`config.mk`:
```
export PLATFORM = sky130hd
export DESIGN_NAME = mem_access_unit
export DESIGN_NICKNAME = d
export VERILOG_FILES = /design/src/rtl/mem_access_unit_pkg.sv /design/src/rtl/mem_access_unit_load_align.sv /design/src/rtl/mem_access_unit.sv
export SDC_FILE = /design/constraint.sdc
export NUM_CORES = 1
export LEC_CHECK = 0
export BUFFER_PORTS_ARGS = -buffer_cell sky130_fd_sc_hd__buf_2
export CAP_MARGIN = 20
export CELL_PAD_IN_SITES_DETAIL_PLACEMENT = 0
export CELL_PAD_IN_SITES_GLOBAL_PLACEMENT = 1
export CORE_MARGIN = 10
export CORE_UTILIZATION = 38
export CTS_BUF_LIST = sky130_fd_sc_hd__clkbuf_8
export DETAILED_ROUTE_END_ITERATION = 7
export PLACE_DENSITY_LB_ADDON = 0.1
export SETUP_SLACK_MARGIN = 0.4
export SYNTH_ARGS = -nofsm -noshare
export SYNTH_HDL_FRONTEND = slang
export SYNTH_SLANG_ARGS = --single-unit
export TNS_END_PERCENT = 20
```
`constraint.sdc`:
```
create_clock -name clk -period 2.5 [get_ports clk]
set_input_delay 0.125 -clock clk [delete_from_list [all_inputs] [get_ports clk]]
set_output_delay 0.125 -clock clk [all_outputs]
set_load 0.05 [all_outputs]
```
`src/rtl/mem_access_unit_pkg.sv`:
```
// Shared types and helpers for the memory-stage load/store unit.
// Width decode, byte-enable generation and store-lane replication live here.
package mem_access_unit_pkg;

  typedef enum logic [1:0] {
    MW_B = 2'b00,
    MW_H = 2'b01,
    MW_W = 2'b10,
    MW_X = 2'b11
  } mem_width_e;

  typedef enum logic [1:0] {
    ST_IDLE,
    ST_REQ,
    ST_RESP,
    ST_DONE
  } lsu_state_e;

  localparam logic [2:0] F3_LB  = 3'b000;
  localparam logic [2:0] F3_LH  = 3'b001;
  localparam logic [2:0] F3_LW  = 3'b010;
  localparam logic [2:0] F3_LBU = 3'b100;
  localparam logic [2:0] F3_LHU = 3'b101;
  localparam logic [2:0] F3_SB  = 3'b000;
  localparam logic [2:0] F3_SH  = 3'b001;
  localparam logic [2:0] F3_SW  = 3'b010;

  function automatic logic width_fault(mem_width_e w, logic [1:0] a);
    case (w)
      MW_B:    return 1'b0;
      MW_H:    return a[0];
      MW_W:    return a != 2'b00;
      default: return 1'b1;
    endcase
  endfunction

  function automatic logic [3:0] byte_en(mem_width_e w, logic [1:0] a);
    case (w)
      MW_B:    return 4'b0001 << a;
      MW_H:    return 4'b0011 << a;
      default: return 4'b1111;
    endcase
  endfunction

  function automatic logic [31:0] store_lanes(mem_width_e w, logic [31:0] d);
    case (w)
      MW_B:    return {4{d[7:0]}};
      MW_H:    return {2{d[15:0]}};
      default: return d;
    endcase
  endfunction

endpackage

```
`src/rtl/mem_access_unit_load_align.sv`:
```
// Combinational load formatter: moves the addressed lane down to bit 0
// and sign- or zero-extends it according to func3.
module load_align
  import mem_access_unit_pkg::*;
(
  input  logic [31:0] rdata,
  input  logic [1:0]  a,
  input  logic [2:0]  func3,
  output logic [31:0] ld_data
);

  logic [31:0] shifted;

  assign shifted = rdata >> {a, 3'b000};

  always_comb begin
    case (func3)
      F3_LB:   ld_data = {{24{shifted[7]}}, shifted[7:0]};
      F3_LBU:  ld_data = {24'h0, shifted[7:0]};
      F3_LH:   ld_data = {{16{shifted[15]}}, shifted[15:0]};
      F3_LHU:  ld_data = {16'h0, shifted[15:0]};
      default: ld_data = shifted;
    endcase
  end

endmodule

```
`src/rtl/mem_access_unit.sv`:
```
// Memory-stage load/store unit: runs one access at a time on a valid/ready
// bus, stalls the pipeline while it is outstanding and formats load results.
module mem_access_unit
  import mem_access_unit_pkg::*;
#(
  parameter int TIMEOUT_CYC = 64,
  parameter int CNT_W       = 7
) (
  input  logic        clk,
  input  logic        rst,
  input  logic        ld_en,
  input  logic        st_en,
  input  logic [2:0]  func3,
  input  logic [31:0] addr,
  input  logic [31:0] wdata,
  output logic        stall,
  output logic [31:0] ld_data,
  output logic        ld_valid,
  output logic        st_done,
  output logic        misalign,
  output logic        bus_err,
  output logic        bus_req_valid,
  input  logic        bus_req_ready,
  output logic        bus_req_we,
  output logic [31:0] bus_req_addr,
  output logic [31:0] bus_req_wdata,
  output logic [3:0]  bus_req_be,
  input  logic        bus_rsp_valid,
  input  logic [31:0] bus_rsp_rdata,
  input  logic        bus_rsp_err
);

  lsu_state_e  state_q, state_d;
  logic        we_q, we_d;
  logic [31:0] addr_q, addr_d;
  logic [3:0]  be_q, be_d;
  logic [31:0] wdata_q, wdata_d;
  logic [2:0]  func3_q, func3_d;
  logic [CNT_W-1:0] cnt_q, cnt_d;
  logic [31:0] rdata_q, rdata_d;
  logic        err_q, err_d;
  logic [31:0] ld_hold_q, ld_hold_d;

  logic        op;
  logic        fault;
  mem_width_e  width;
  logic        stall_c;
  logic        misalign_c;
  logic [31:0] ld_fmt;

  assign op    = ld_en | st_en;
  assign width = mem_width_e'(func3[1:0]);
  assign fault = width_fault(width, addr[1:0]);

  load_align u_load_align (
    .rdata   (rdata_q),
    .a       (addr_q[1:0]),
    .func3   (func3_q),
    .ld_data (ld_fmt)
  );

  // NOTE: every signal gets its default first so no branch can infer a latch.
  always_comb begin
    state_d    = state_q;
    we_d       = we_q;
    addr_d     = addr_q;
    be_d       = be_q;
    wdata_d    = wdata_q;
    func3_d    = func3_q;
    cnt_d      = cnt_q;
    rdata_d    = rdata_q;
    err_d      = err_q;
    ld_hold_d  = ld_hold_q;
    stall_c    = 1'b0;
    misalign_c = 1'b0;

    case (state_q)
      ST_IDLE: begin
        if (op) begin
          if (fault) begin
            misalign_c = 1'b1;
          end else begin
            stall_c = 1'b1;
            we_d    = st_en;
            addr_d  = addr;
            be_d    = byte_en(width, addr[1:0]);
            wdata_d = store_lanes(width, wdata);
            func3_d = func3;
            state_d = ST_REQ;
          end
        end
      end
      ST_REQ: begin
        stall_c = 1'b1;
        if (bus_req_ready) begin
          cnt_d   = '0;
          state_d = ST_RESP;
        end
      end
      ST_RESP: begin
        stall_c = 1'b1;
        cnt_d   = cnt_q + CNT_W'(1);
        if (bus_rsp_valid) begin
          rdata_d = bus_rsp_rdata;
          err_d   = bus_rsp_err;
          state_d = ST_DONE;
        end else if (cnt_q == CNT_W'(TIMEOUT_CYC - 1)) begin
          // A timed-out load returns zero rather than a stale word.
          rdata_d = '0;
          err_d   = 1'b1;
          state_d = ST_DONE;
        end
      end
      ST_DONE: begin
        if (!we_q) ld_hold_d = ld_fmt;
        state_d = ST_IDLE;
      end
      default: state_d = ST_IDLE;
    endcase
  end

  // NOTE: sequential state uses non-blocking assignments only.
  always_ff @(posedge clk) begin
    if (rst) begin
      state_q   <= ST_IDLE;
      we_q      <= 1'b0;
      addr_q    <= '0;
      be_q      <= '0;
      wdata_q   <= '0;
      func3_q   <= '0;
      cnt_q     <= '0;
      rdata_q   <= '0;
      err_q     <= 1'b0;
      ld_hold_q <= '0;
    end else begin
      state_q   <= state_d;
      we_q      <= we_d;
      addr_q    <= addr_d;
      be_q      <= be_d;
      wdata_q   <= wdata_d;
      func3_q   <= func3_d;
      cnt_q     <= cnt_d;
      rdata_q   <= rdata_d;
      err_q     <= err_d;
      ld_hold_q <= ld_hold_d;
    end
  end

  assign stall         = stall_c & ~rst;
  assign misalign      = misalign_c & ~rst;
  assign bus_req_valid = (state_q == ST_REQ);
  assign bus_req_we    = we_q;
  assign bus_req_addr  = {addr_q[31:2], 2'b00};
  assign bus_req_wdata = wdata_q;
  assign bus_req_be    = be_q;
  assign ld_valid      = (state_q == ST_DONE) & ~we_q;
  assign st_done       = (state_q == ST_DONE) & we_q;
  assign bus_err       = (state_q == ST_DONE) & err_q;
  assign ld_data       = ld_valid ? ld_fmt : ld_hold_q;

endmodule
```
Yosys cells after proc, flatten, opt, wreduce, memory -nomap -nowiden:

Index checks and enable logic that the tools add are counted.

* register bits: 146
* output and inout bits: 107
* word-level logic and storage cells: 71

* add/sub/neg operators: 1
* shift operators: 3
* muxes and demuxes: 23
* bitwise operators: 9
* equality and inequality tests: 13
* reductions and logical operators: 12

Operator list (count)
* case mux 32 bit (4 select lines): 1
* 2-to-1 mux 32 bit: 3
* case mux 32 bit (2 select lines): 1
* right shift 32 x 5 -> 32 bit: 1
* case mux 7 bit (2 select lines): 1
* 2-to-1 mux 2 bit: 5
* case mux 2 bit (4 select lines): 1
* case mux 4 bit (2 select lines): 1
* adder 7 x 1 -> 7 bit, second input constant: 1
* == test 7 x 6 -> 1 bit, second input constant: 1
* 2-to-1 mux 1 bit: 7
* 2-to-1 mux 7 bit: 1
* == test 2 bit, second input constant: 3
* == test 3 bit, second input constant: 2
* AND reduction 2 bit: 3
* nonzero test 2 bit: 3
* AND 1 bit: 5
* == test 2 x 1 -> 1 bit, second input constant: 2
* logical NOT 2 bit: 2
* inequality test 2 bit, second input constant: 2
* AND reduction 4 bit: 1
* left shift 1 x 2 -> 4 bit, first input constant: 1
* left shift 2 x 2 -> 4 bit, first input constant: 1
* == test 3 x 1 -> 1 bit, second input constant: 1
* 9 further kinds: 11

Depth between registers and ports, before layout:

Gate-level depths: netlist (run 1).

* depth in word-level cells: 6
* gate-level depth with buffers: 9
* gate-level depth less buffers: 6

Modules after synthesis:

From an unflattened synthesis (run 1), not the netlist that was laid out.

* cells, all modules: 805
* area, all modules: 6777.8 µm²

Modules (own cells, without submodules)
* mem_access_unit: area each 6083.3 µm², cells an instance 698, instances 1, seq. area each 2922.8 µm²
* load_align: area each 694.4 µm², cells an instance 107, instances 1, seq. area each 0.0 µm²

Least setup slack after synthesis (run 1):

Ideal clock, no wire load.

* path kind: register to output
* start: register state_q[0]
* end: output port stall
* arrival time: 2.509 ns
* stages on the path, launching flop included: 9
* data required time: 2.375 ns
* setup slack: -0.134 ns
* cell sequence: dfxtp_1 -> inv_1 -> ha_1 -> o21ai_0 -> o21ba_2 -> buf_2 -> clkbuf_1 -> nor2_1 -> nor3_1

* word-level cells in the longest chain between the ends: 4
* elaborated cells between the ends (all ways): 6

RTL lines
* from (decl): RTL line mem_access_unit.sv:33 `lsu_state_e state_q, state_d;`
* from (signal assigned): RTL line mem_access_unit.sv:136 `state_q <= state_d;`
* == test 2 x 1 -> 1 bit / == test 2 bit (equally long branches): RTL line mem_access_unit.sv:77 `case (state_q)`
* OR reduction 2 bit (no source line)
* case mux 1 bit (2 select lines) *: RTL line mem_access_unit.sv:77
* AND 1 bit *: RTL line mem_access_unit.sv:149 `assign stall = stall_c & ~rst;`
* to (decl): RTL line mem_access_unit.sv:16 `output logic stall,`

Mark *: on every way between the ends. The rest lies on a longest branch, timed or not.

Final worst setup path (run 1):

* start: register addr_q[0]
* end: output port ld_data[28]

* word-level cells in the longest chain between the ends: 3

RTL lines
* from (decl): RTL line mem_access_unit.sv:35 `logic [31:0] addr_q, addr_d;`
* from (signal assigned): RTL line mem_access_unit.sv:138 `addr_q <= addr_d;`
* right shift 32 x 5 -> 32 bit: RTL line mem_access_unit_load_align.sv:14 `assign shifted = rdata >> {a, 3'b000};`
* case mux 32 bit (4 select lines): RTL line mem_access_unit_load_align.sv:17 `case (func3)`
* 2-to-1 mux 32 bit: RTL line mem_access_unit.sv:159 `assign ld_data = ld_valid ? ld_fmt : ld_hold_q;`
* to (decl): RTL line mem_access_unit.sv:17 `output logic [31:0] ld_data,`

No other way between the ends.

==> flow_summary_export.csv, run 1 <==
group,metric,value,unit
global_routing,gr-total-overflow,0,
run,max_cap_viol_count,0,
critical_path,worstPathMaxFanout,7,
global_routing,antenna_found_initial,2,
power,p_leak,3.94,nW
sta,final_critical_path_setup_slack,0.131,ns
finish,fill_cells,1681,
place,dp_worst_setup_slack,0.420,ns
detailed_routing,finalWirelength,22700,um
critical_path,critPathLaunchType,"register",
clock_tree,tritoncts_num_sinks,146,
critical_path,critical_path_class,"reg -> out",
critical_path,worstPathArrival,2.24,ns
critical_path,worstSetupEndpointType,"primary output",
clock_tree,cts_inserted_buffers,17,
detailed_routing,detailroute.via_count,6539,
sta,timing.fmax,0.422,GHz
sta,finalCritPeriodShare,0.948,
synthesis,synth_edf_count,0,
power,p_total,7.97,mW
finish,utilization,0.545,
clock_tree,clock_insertion_delay_worst_skew,0.45,ns
sta,timing.max_slew.rel_slack,0.431,
synthesis,syn-mean-instance-area,8.08,um^2
sta,report.final.setup_viol,0,
place,detailed_place_hpwl,15700,um
clock_tree,worst_setup_hold_path_clk_slew,0.08,ns
synthesis,synth-seq-area-share,0.438,
power,irDropWorstVdd,0.434,mV
sta,setup_tns,0,ns
place,io_buffer_count,210,
synthesis,synth_cell_type_count,45,
detailed_routing,drtAntennaViolNets,0,
sta,final-max-slew-violation-count,0,
clock_tree,clock_tree_from_tritoncts,"built",
synthesis,area_leader_netlist,"sky130_fd_sc_hd__dfxtp_1",
synthesis,postSynthRegisterBits,146,
global_routing,grt_start_max_net_pins,58,
sta,period_needed,2.37,ns
detailed_routing,drtIter0Drc,420,
synthesis,syn-cell-area,6680,um^2
power,power_per_cell_area,849,nW/um^2
synthesis,synth_async_sr_flop_share,0,
clock_tree,clock_buffer_depth,2,
sta,tightestPinTransition,0.851,ns
finish,nets,1198,
min_path,hold_class,"in -> reg",
finish,drive_gt1_frac,0.287,
global_routing,global_route_wire_length_before_repair,35900,um
global_routing,total_routing_usage_gr,0.187,
synthesis,post-synth-top-area-fraction,0.438,
sta,clock-skew-final,0.0123,ns
floorplanning,dieHeight,153,um
floorplanning,floorplan.initialDensity,0.387,
synthesis,post_synth_inst_count,826,
synthesis,synth_area_leaders,"sky130_fd_sc_hd__dfxtp_1, sky130_fd_sc_hd__nand2_1, sky130_fd_sc_hd__a21oi_1, sky130_fd_sc_hd__mux2i_1, sky130_fd_sc_hd__buf_4",
detailed_routing,wl_per_cell,17.1,um
floorplanning,core,17200,um^2
place,finalWeightedCongestion,0.835,
detailed_routing,drcViolationCount,0,
clock_tree,cts_htree_levels,4,
critical_path,critPathRequiredTime,2.38,ns
finish,area_delta_synth_final,40.6,%
floorplanning,dieWidth,153,um
detailed_routing,first_pass_iters,4,
sta,timing_hold_violations_final,0,
finish,most_common_library_cell_in_the_layout_ignoring_fill_and_taps,"sky130_fd_sc_hd__buf_2",
floorplanning,io_pins,213,
floorplanning,floorplan.die_area,23300,um^2
synthesis,yosysWarnings,0,
floorplanning,std_cell_rows,48,
finish,layout_common_cells,"sky130_fd_sc_hd__buf_2, sky130_fd_sc_hd__nand2_1, sky130_fd_sc_hd__dfxtp_1, sky130_fd_sc_hd__a21oi_1, sky130_fd_sc_hd__dlygate4sd3_1",
synthesis,yosys_most_used_dff,"sky130_fd_sc_hd__dfxtp_1",
run_status,run_status,"finished clean",
global_routing,via_count_of_the_first_global_routing_pass,6471,
sta,rsz0062_at_grt,"true",
clock_tree,clk_tree_root_cell,"sky130_fd_sc_hd__clkbuf_8",
detailed_routing,drt-vias-per-instance,4.94,
-- power breakdown --
part	switching (mW)	total [mW]	internal [mW]	leakage (nW)
Clock	0.963	2.02	1.06	0.206
Sequential	0.207	2.88	2.67	1.19
Combinational	2.13	3.08	0.951	2.55
Total	3.29	7.97	4.68	3.94
-- worst max-delay path, stage by stage (launching register included) --
cell                       delay, ns
sky130_fd_sc_hd__dfxtp_2        0.35
sky130_fd_sc_hd__mux4_2         0.51
sky130_fd_sc_hd__nor3b_4        0.19
sky130_fd_sc_hd__a311oi_4       0.32
sky130_fd_sc_hd__buf_6          0.21
sky130_fd_sc_hd__a21oi_2        0.07
sky130_fd_sc_hd__buf_6          0.15
-- cell usage after synthesis, types with 2 or more instances --
library cell / n
sky130_fd_sc_hd__dfxtp_1: 146
sky130_fd_sc_hd__a21o_1: 2
sky130_fd_sc_hd__o2bb2ai_1: 3
sky130_fd_sc_hd__buf_2: 12
sky130_fd_sc_hd__o211ai_1: 20
sky130_fd_sc_hd__a211oi_1: 30
sky130_fd_sc_hd__a2111oi_0: 3
sky130_fd_sc_hd__buf_1: 5
sky130_fd_sc_hd__nand4_1: 3
sky130_fd_sc_hd__mux2_2: 9
sky130_fd_sc_hd__ha_1: 7
sky130_fd_sc_hd__and2_1: 8
sky130_fd_sc_hd__nand2b_1: 5
sky130_fd_sc_hd__a31o_2: 6
sky130_fd_sc_hd__nor2_1: 52
sky130_fd_sc_hd__xor2_1: 4
sky130_fd_sc_hd__buf_6: 3
sky130_fd_sc_hd__o21ai_0: 43
sky130_fd_sc_hd__clkbuf_1: 44
sky130_fd_sc_hd__mux2i_1: 32
sky130_fd_sc_hd__nand2_1: 185
sky130_fd_sc_hd__buf_4: 32
sky130_fd_sc_hd__a21oi_1: 114
sky130_fd_sc_hd__inv_1: 7
sky130_fd_sc_hd__nand3b_1: 5
sky130_fd_sc_hd__nor3_1: 8
sky130_fd_sc_hd__nor2b_1: 12
sky130_fd_sc_hd__a311oi_1: 9
-- state kept, by name, indices dropped and copies added (netlist names) --
name	flops
bus_req_wdata	32
func3_q	3
bus_req_be	4
err_q	1
addr_q	32
bus_req_we	1
state_q	2
cnt_q	7
ld_hold_q	32
rdata_q	32
-- layer usage --
metal | vias up | GRT usage | part of all wire
li1 | 3337 | - | -
met1 | 3000 | 0.265 | 0.48
met2 | 184 | 0.276 | 0.44
met3 | 16 | 0.0469 | 0.066
met4 | 2 | 0.0495 | 0.0088
met5 | - | 0 | 0.00031
-- through the flow --
step	instance area, um^2	instances	hold WS (ns)
3_5_place_dp	7730	1187	0.373
5_1_grt	9390	1323	0.0454
2_1_floorplan	6690	827	0.261
3_3_place_gp	7730	1187	0.368
4_1_cts	9370	1322	0.0181
6_report	9390	1324	0.0633
-- layout make-up --
class	instances	area (um^2)	share of cell area
well taps	225	282	0.0300
clock buffers	19	262	0.0278
inverters	8	30.0	0.00320
multi-input cells	578	3310	0.353
repair buffers	334	2400	0.256
clock inverters	13	173	0.0184
flip-flops and latches	146	2930	0.312
diodes	1	2.50	0.000266
-- cell families after synthesis --
group / synth area share
DFF: 0.438
buffers and inverters: 0.0821
muxes: 0.0665
AOI/OAI and AO/OA: 0.215
and+or+nand+nor: 0.180
xor gates and xnor gates: 0.00525
adders and majority gates: 0.0131
other: 0.000562
-- path summary, 6_finish.rpt --
kind / startpoint / cells past startpoint / slack (ns) / to
worst max-delay path: addr_q[0] / 6 / 0.13 / ld_data[28]
worst min-delay path: bus_rsp_err / 4 / 0.06 / err_q
worst max register to register: state_q[0] / 7 / 0.43 / addr_q[19]
worst min register to register: bus_req_wdata[26] / 2 / 0.45 / bus_req_wdata[26]
-- what timing repair did --
item / in CTS / in global routing
setup endpoints to repair: 34 / 91
endpoints found under the hold margin: 97 / 0
cloned: 3 / 0
pin swaps: 1 / 1
resized for setup: 57 / 6
hold buffers: 97 / 0
buffers inserted: 3 / 1
Note: power is estimated with default switching activity, not from simulation.
==> run 2, diff against run 1 <==
RECOVER_POWER = 25   (was default)
==> flow_summary_export.csv, run 2 (synthesized netlist as in run 1, its figures left out) <==
group,metric,value,unit
power,p_total,7.93,mW
detailed_routing,drtAntennaViolNets,0,
finish,area_delta_synth_final,39.5,%
sta,period_needed,2.37,ns
floorplanning,dieHeight,153,um
clock_tree,clock_buffer_depth,2,
floorplanning,floorplan.die_area,23300,um^2
critical_path,endpoint,"ld_data[28]",
global_routing,global_route_wire_length_before_repair,35900,um
power,p_leak,3.69,nW
floorplanning,io_pins,213,
global_routing,gr-total-overflow,0,
sta,timing.fmax,0.422,GHz
critical_path,r2r-start,"state_q[0]",
power,power_per_cell_area,852,nW/um^2
floorplanning,std_cell_rows,48,
critical_path,worstReg2RegEnd,"addr_q[19]",
detailed_routing,drtIter0Drc,431,
clock_tree,cts_htree_levels,4,
critical_path,r2r_slack,0.40,ns
min_path,hold_class,"in -> reg",
detailed_routing,wl_per_cell,17.2,um
sta,finalCritPeriodShare,0.948,
sta,clock-skew-final,0.0121,ns
run,max_cap_viol_count,0,
power,power_frac_clock,0.255,
finish,multiInputGateArea,3310,um^2
finish,layout_common_cells,"sky130_fd_sc_hd__nand2_1, sky130_fd_sc_hd__dfxtp_1, sky130_fd_sc_hd__buf_2, sky130_fd_sc_hd__a21oi_1, sky130_fd_sc_hd__dlygate4sd3_1",
clock_tree,worst_setup_hold_path_clk_slew,0.08,ns
critical_path,worstPathMaxFanout,7,
place,finalWeightedCongestion,0.835,
global_routing,antenna_found_initial,2,
critical_path,worstSetupEndpointType,"primary output",
critical_path,crit_start,"addr_q[0]",
detailed_routing,first_pass_iters,5,
detailed_routing,detailroute.via_count,6529,
sta,final.hold.worst_slack,0.0682,ns
clock_tree,clk_tree_root_cell,"sky130_fd_sc_hd__clkbuf_8",
finish,fill_cells,1706,
sta,report.final.setup_viol,0,
sta,timing_hold_violations_final,0,
global_routing,via_count_of_the_first_global_routing_pass,6471,
floorplanning,dieWidth,153,um
power,power.switching_fraction,0.417,
global_routing,total_routing_usage_gr,0.187,
clock_tree,clock_tree_from_tritoncts,"built",
floorplanning,core,17200,um^2
detailed_routing,drcViolationCount,0,
finish,drive_gt1_frac,0.230,
power,irDropWorstVdd,0.434,mV
critical_path,worstPathArrival,2.25,ns
clock_tree,cts_inserted_buffers,17,
power,net-switching-power,3.31,mW
run_status,run_status,"finished clean",
finish,sequential_cell_area,2930,um^2
power,gate_power_share,0.381,
sta,timing.max_slew.rel_slack,0.436,
critical_path,critical_path_class,"reg -> out",
detailed_routing,finalWirelength,22800,um
power,fraction_of_power_consumed_by_sequential_logic,0.364,
place,detailed_place_hpwl,15700,um
sta,rsz0062_at_grt,"true",
critical_path,critPathLaunchType,"register",
clock_tree,tritoncts_num_sinks,146,
sta,final-max-slew-violation-count,0,
place,io_buffer_count,210,
sta,setup_tns,0,ns
finish,finish.instance_area,9310,um^2
floorplanning,floorplan.initialDensity,0.387,
critical_path,reg2reg_depth,7,
finish,nets,1198,
clock_tree,clock_insertion_delay_worst_skew,0.45,ns
power,intPower,4.62,mW
critical_path,critPathRequiredTime,2.38,ns
global_routing,grt_start_max_net_pins,58,
place,placement.cell_area,7730,um^2
sta,tightestPinTransition,0.844,ns
finish,most_common_library_cell_in_the_layout_ignoring_fill_and_taps,"sky130_fd_sc_hd__nand2_1",
detailed_routing,drt-vias-per-instance,4.93,
run 2: cell count changes in the layout (fill, tap and decap cells not counted):
cell and delta:
sky130_fd_sc_hd__buf_2 -62, sky130_fd_sc_hd__clkbuf_1 +62
run 2: per-layer routing:
| metal | wire [um] | share of wire | vias to the layer above | track usage |
|---|---|---|---|---|
| met5 | 7 | 0.00031 | - | 0 |
| met4 | 190 | 0.0083 | 2 | 0.0495 |
| li1 | - | - | 3338 | - |
| met3 | 1440 | 0.063 | 12 | 0.0469 |
| met1 | 11100 | 0.49 | 2991 | 0.265 |
| met2 | 10100 | 0.44 | 186 | 0.276 |
run 2: area by class of cell:
| class | instances | area share |
|---|---|---|
| multi-input cells | 578 | 0.356 |
| flip-flops and latches | 146 | 0.314 |
| repair buffers | 334 | 0.250 |
| well taps | 225 | 0.0302 |
| clock buffers | 19 | 0.0281 |
| clock inverters | 13 | 0.0185 |
| inverters | 8 | 0.00322 |
| diodes | 1 | 0.000269 |
run 2: critical path, cell delays in order, from the launching register on:
cell                       delay (ns)
sky130_fd_sc_hd__dfxtp_2         0.35
sky130_fd_sc_hd__mux4_2          0.52
sky130_fd_sc_hd__nor3b_4         0.19
sky130_fd_sc_hd__a311oi_4        0.32
sky130_fd_sc_hd__buf_6           0.21
sky130_fd_sc_hd__a21oi_2         0.07
sky130_fd_sc_hd__buf_6           0.15
run 2: what timing repair did:
action                                  in CTS  in global routing
endpoints found under the setup margin      34                 91
cloned                                       3                  0
hold buffers                                97                  0
gates resized for setup                     57                  6
endpoints found under the hold margin       97                  0
buffers inserted                             3                  1
pin swaps                                    1                  1
run 2: power by group through the flow:
stage | clock [mW] | sequential, mW | combinational, mW
after global routing | 2.18 | 2.93 | 3.25
final | 2.02 | 2.89 | 3.02
after global placement | 0 | 2.92 | 2.82
after detailed placement | 0 | 2.93 | 2.82
after CTS | 2.08 | 2.88 | 3.09
after floorplan | 0 | 3.33 | 1.75
run 2: through the flow:
step                worst slack (ns)  instances  utilization
global placement               0.462       1187        0.449
CTS                           0.0871       1322        0.543
floorplan                      0.159        827            -
global route                  0.0348       1323        0.540
detailed placement             0.420       1187        0.449
finish                         0.130       1324        0.540
run 2: how the worst min path moves through the flow:
stage                     start                 to  cells after the start
detailed placement      addr[7]          addr_q[7]                      3
floorplan              addr[10]         addr_q[10]                      2
global route        bus_rsp_err              err_q                      4
finish              bus_rsp_err              err_q                      4
global placement        addr[8]          addr_q[8]                      3
CTS                   wdata[21]  bus_req_wdata[21]                      3
==> run 3, diff against run 2 <==
CORE_UTILIZATION = 41   (was 38)
clock period = 2.8 ns   (was 2.5 ns; I/O delays follow)
==> flow_summary_export.csv, run 3 (synthesized netlist as in run 1, its figures left out) <==
group,metric,value,unit
clock_tree,clock_buffer_depth,2,
min_path,hold_class,"in -> reg",
place,finalWeightedCongestion,0.806,
clock_tree,clock_insertion_delay_worst_skew,0.45,ns
sta,final-max-slew-violation-count,0,
critical_path,crit_path_cell_trace,"mux4_2, nor3b_4, a311oi_4, buf_6, clkbuf_16, a21oi_2, buf_6",
finish,drive_gt1_frac,0.228,
floorplanning,std_cell_rows,46,
global_routing,via_count_of_the_first_global_routing_pass,6367,
global_routing,gr-total-overflow,0,
global_routing,global_route_wire_length_before_repair,34300,um
power,fraction_of_power_consumed_by_sequential_logic,0.384,
global_routing,antenna_found_initial,1,
finish,nets,1186,
finish,layout_common_cells,"sky130_fd_sc_hd__nand2_1, sky130_fd_sc_hd__dfxtp_1, sky130_fd_sc_hd__buf_2, sky130_fd_sc_hd__a21oi_1, sky130_fd_sc_hd__dlygate4sd3_1",
power,net-switching-power,2.89,mW
critical_path,path_depth,7,
place,dp_cells,1174,
place,io_buffer_count,210,
floorplanning,io_pins,213,
critical_path,crit_family,"multiplexers",
min_path,worstHoldPathCells,3,
clock_tree,worst_setup_hold_path_clk_slew,0.08,ns
clock_tree,tritoncts_num_sinks,146,
power,p_total,6.71,mW
power,p_leak,3.62,nW
sta,timing_hold_violations_final,0,
critical_path,crit_path_max_incr_delay,0.53,ns
critical_path,reg2reg_depth,8,
clock_tree,clk_tree_root_cell,"sky130_fd_sc_hd__clkbuf_8",
run_status,run_status,"finished clean",
global_routing,total_routing_usage_gr,0.192,
sta,clock-skew-final,0.0117,ns
power,irDropWorstVdd,0.358,mV
critical_path,r2r-start,"state_q[0]",
floorplanning,floorplan.initialDensity,0.419,
critical_path,critPathRequiredTime,2.66,ns
floorplanning,dieHeight,148,um
finish,utilization,0.574,
detailed_routing,drtAntennaViolNets,0,
critical_path,critPathLaunchType,"register",
critical_path,worstPathMaxFanout,8,
critical_path,crit_top_cell,"sky130_fd_sc_hd__buf_6",
clock_tree,cts_htree_levels,4,
floorplanning,dieWidth,148,um
power,power_frac_clock,0.221,
place,detailed_place_hpwl,14800,um
detailed_routing,drcViolationCount,0,
critical_path,worstPathArrival,2.29,ns
finish,finish.cell_count_without_fillers,1303,
critical_path,path_buf_inv,3,
critical_path,crit_start,"addr_q[0]",
critical_path,r2r_slack,0.70,ns
run,max_cap_viol_count,0,
detailed_routing,drt-vias-per-instance,4.95,
detailed_routing,wl_per_cell,16.6,um
critical_path,critical_path_class,"reg -> out",
power,intPower,3.83,mW
detailed_routing,finalWirelength,21600,um
floorplanning,floorplan.die_area,21800,um^2
power,power_per_cell_area,734,nW/um^2
sta,finalCritPeriodShare,0.868,
critical_path,endpoint,"ld_data[28]",
detailed_routing,drtIter0Drc,421,
power,power.switching_fraction,0.430,
detailed_routing,detailroute.via_count,6456,
power,gate_power_share,0.396,
finish,most_common_library_cell_in_the_layout_ignoring_fill_and_taps,"sky130_fd_sc_hd__nand2_1",
critical_path,worstReg2RegEnd,"addr_q[30]",
sta,timing.fmax,0.411,GHz
sta,period_needed,2.43,ns
sta,tightestPinTransition,0.774,ns
critical_path,worstSetupEndpointType,"primary output",
detailed_routing,first_pass_iters,4,
global_routing,grt_start_max_net_pins,67,
sta,setup_tns,0,ns
finish,area_delta_synth_final,36.9,%
clock_tree,clock_tree_from_tritoncts,"built",
sta,rsz0062_at_grt,"true",
critical_path,critical_path.slowest_cell,"sky130_fd_sc_hd__mux4_2",
floorplanning,core,15900,um^2
sta,report.final.setup_viol,0,
clock_tree,cts_inserted_buffers,17,
sta,timing.max_slew.rel_slack,0.484,
## run 3: changes by cell type in the layout (fill, tap and decap cells not counted), moves of 3 or more
cell and delta:
sky130_fd_sc_hd__dlygate4sd3_1 -8, sky130_fd_sc_hd__dfxtp_2 -3, sky130_fd_sc_hd__buf_6 -7, sky130_fd_sc_hd__clkinv_2 +3, sky130_fd_sc_hd__bufinv_16 -3
## run 3: how the worst min path moves through the flow
stage | from | end
after floorplan | addr[10] | addr_q[10]
after detailed placement | addr[18] | addr_q[18]
after global routing | wdata[17] | bus_req_wdata[17]
after global placement | addr[5] | addr_q[5]
final | wdata[23] | bus_req_wdata[23]
after CTS | wdata[31] | bus_req_wdata[31]
## run 3: worst reg2reg max path, delay by kind of cell (launching register included)
family / cells / cell delay [ns]
compound gates: 3 / 0.70
fa+ha+maj: 1 / 0.20
buf+inv: 3 / 0.69
flops: 1 / 0.35
simple gates: 1 / 0.09
## run 3: metrics by stage
| step | hold WS, ns | cell area (um^2) | setup slack (ns) |
|---|---|---|---|
| after floorplan | 0.276 | 6690 | 0.221 |
| after global placement | 0.382 | 7670 | 0.692 |
| after detailed placement | 0.387 | 7670 | 0.618 |
| after CTS | 0.00159 | 9010 | 0.342 |
| after global routing | 0.0318 | 9150 | 0.287 |
| final | 0.0289 | 9150 | 0.370 |
## run 3: timing repair
action | 4_1_cts | 5_1_grt
pin swaps | 1 | 1
hold buffers | 89 | 0
endpoints found under the hold margin | 89 | 0
setup buffers | 2 | 2
setup endpoints to repair | 33 | 33
gates cloned | 2 | 1
gates resized for setup | 16 | 56
## run 3: cell type report
| type | count | area (um^2) |
|---|---|---|
| antenna | 1 | 2.50 |
| clock buffer | 19 | 262 |
| clock inverter | 13 | 87.6 |
| fill | 1568 | 6800 |
| inverter | 8 | 30.0 |
| multi-input combinational | 578 | 3330 |
| sequential | 146 | 2930 |
| tap | 216 | 270 |
| timing repair buffer | 322 | 2240 |
## run 3: layer usage
metal,part of all wire,global-route usage,up-vias
li1,-,-,3310
met1,0.49,0.262,2965
met2,0.44,0.284,163
met3,0.059,0.0574,18
met4,0.013,0.0565,0
met5,0,0,-
## run 3: power groups by stage
| stage | combinational, mW | clock (mW) | sequential (mW) |
|---|---|---|---|
| floorplan | 1.56 | 0 | 2.97 |
| global placement | 2.47 | 0 | 2.60 |
| detailed placement | 2.47 | 0 | 2.61 |
| CTS | 2.63 | 1.52 | 2.57 |
| global route | 2.86 | 1.61 | 2.61 |
| finish | 2.66 | 1.48 | 2.58 |
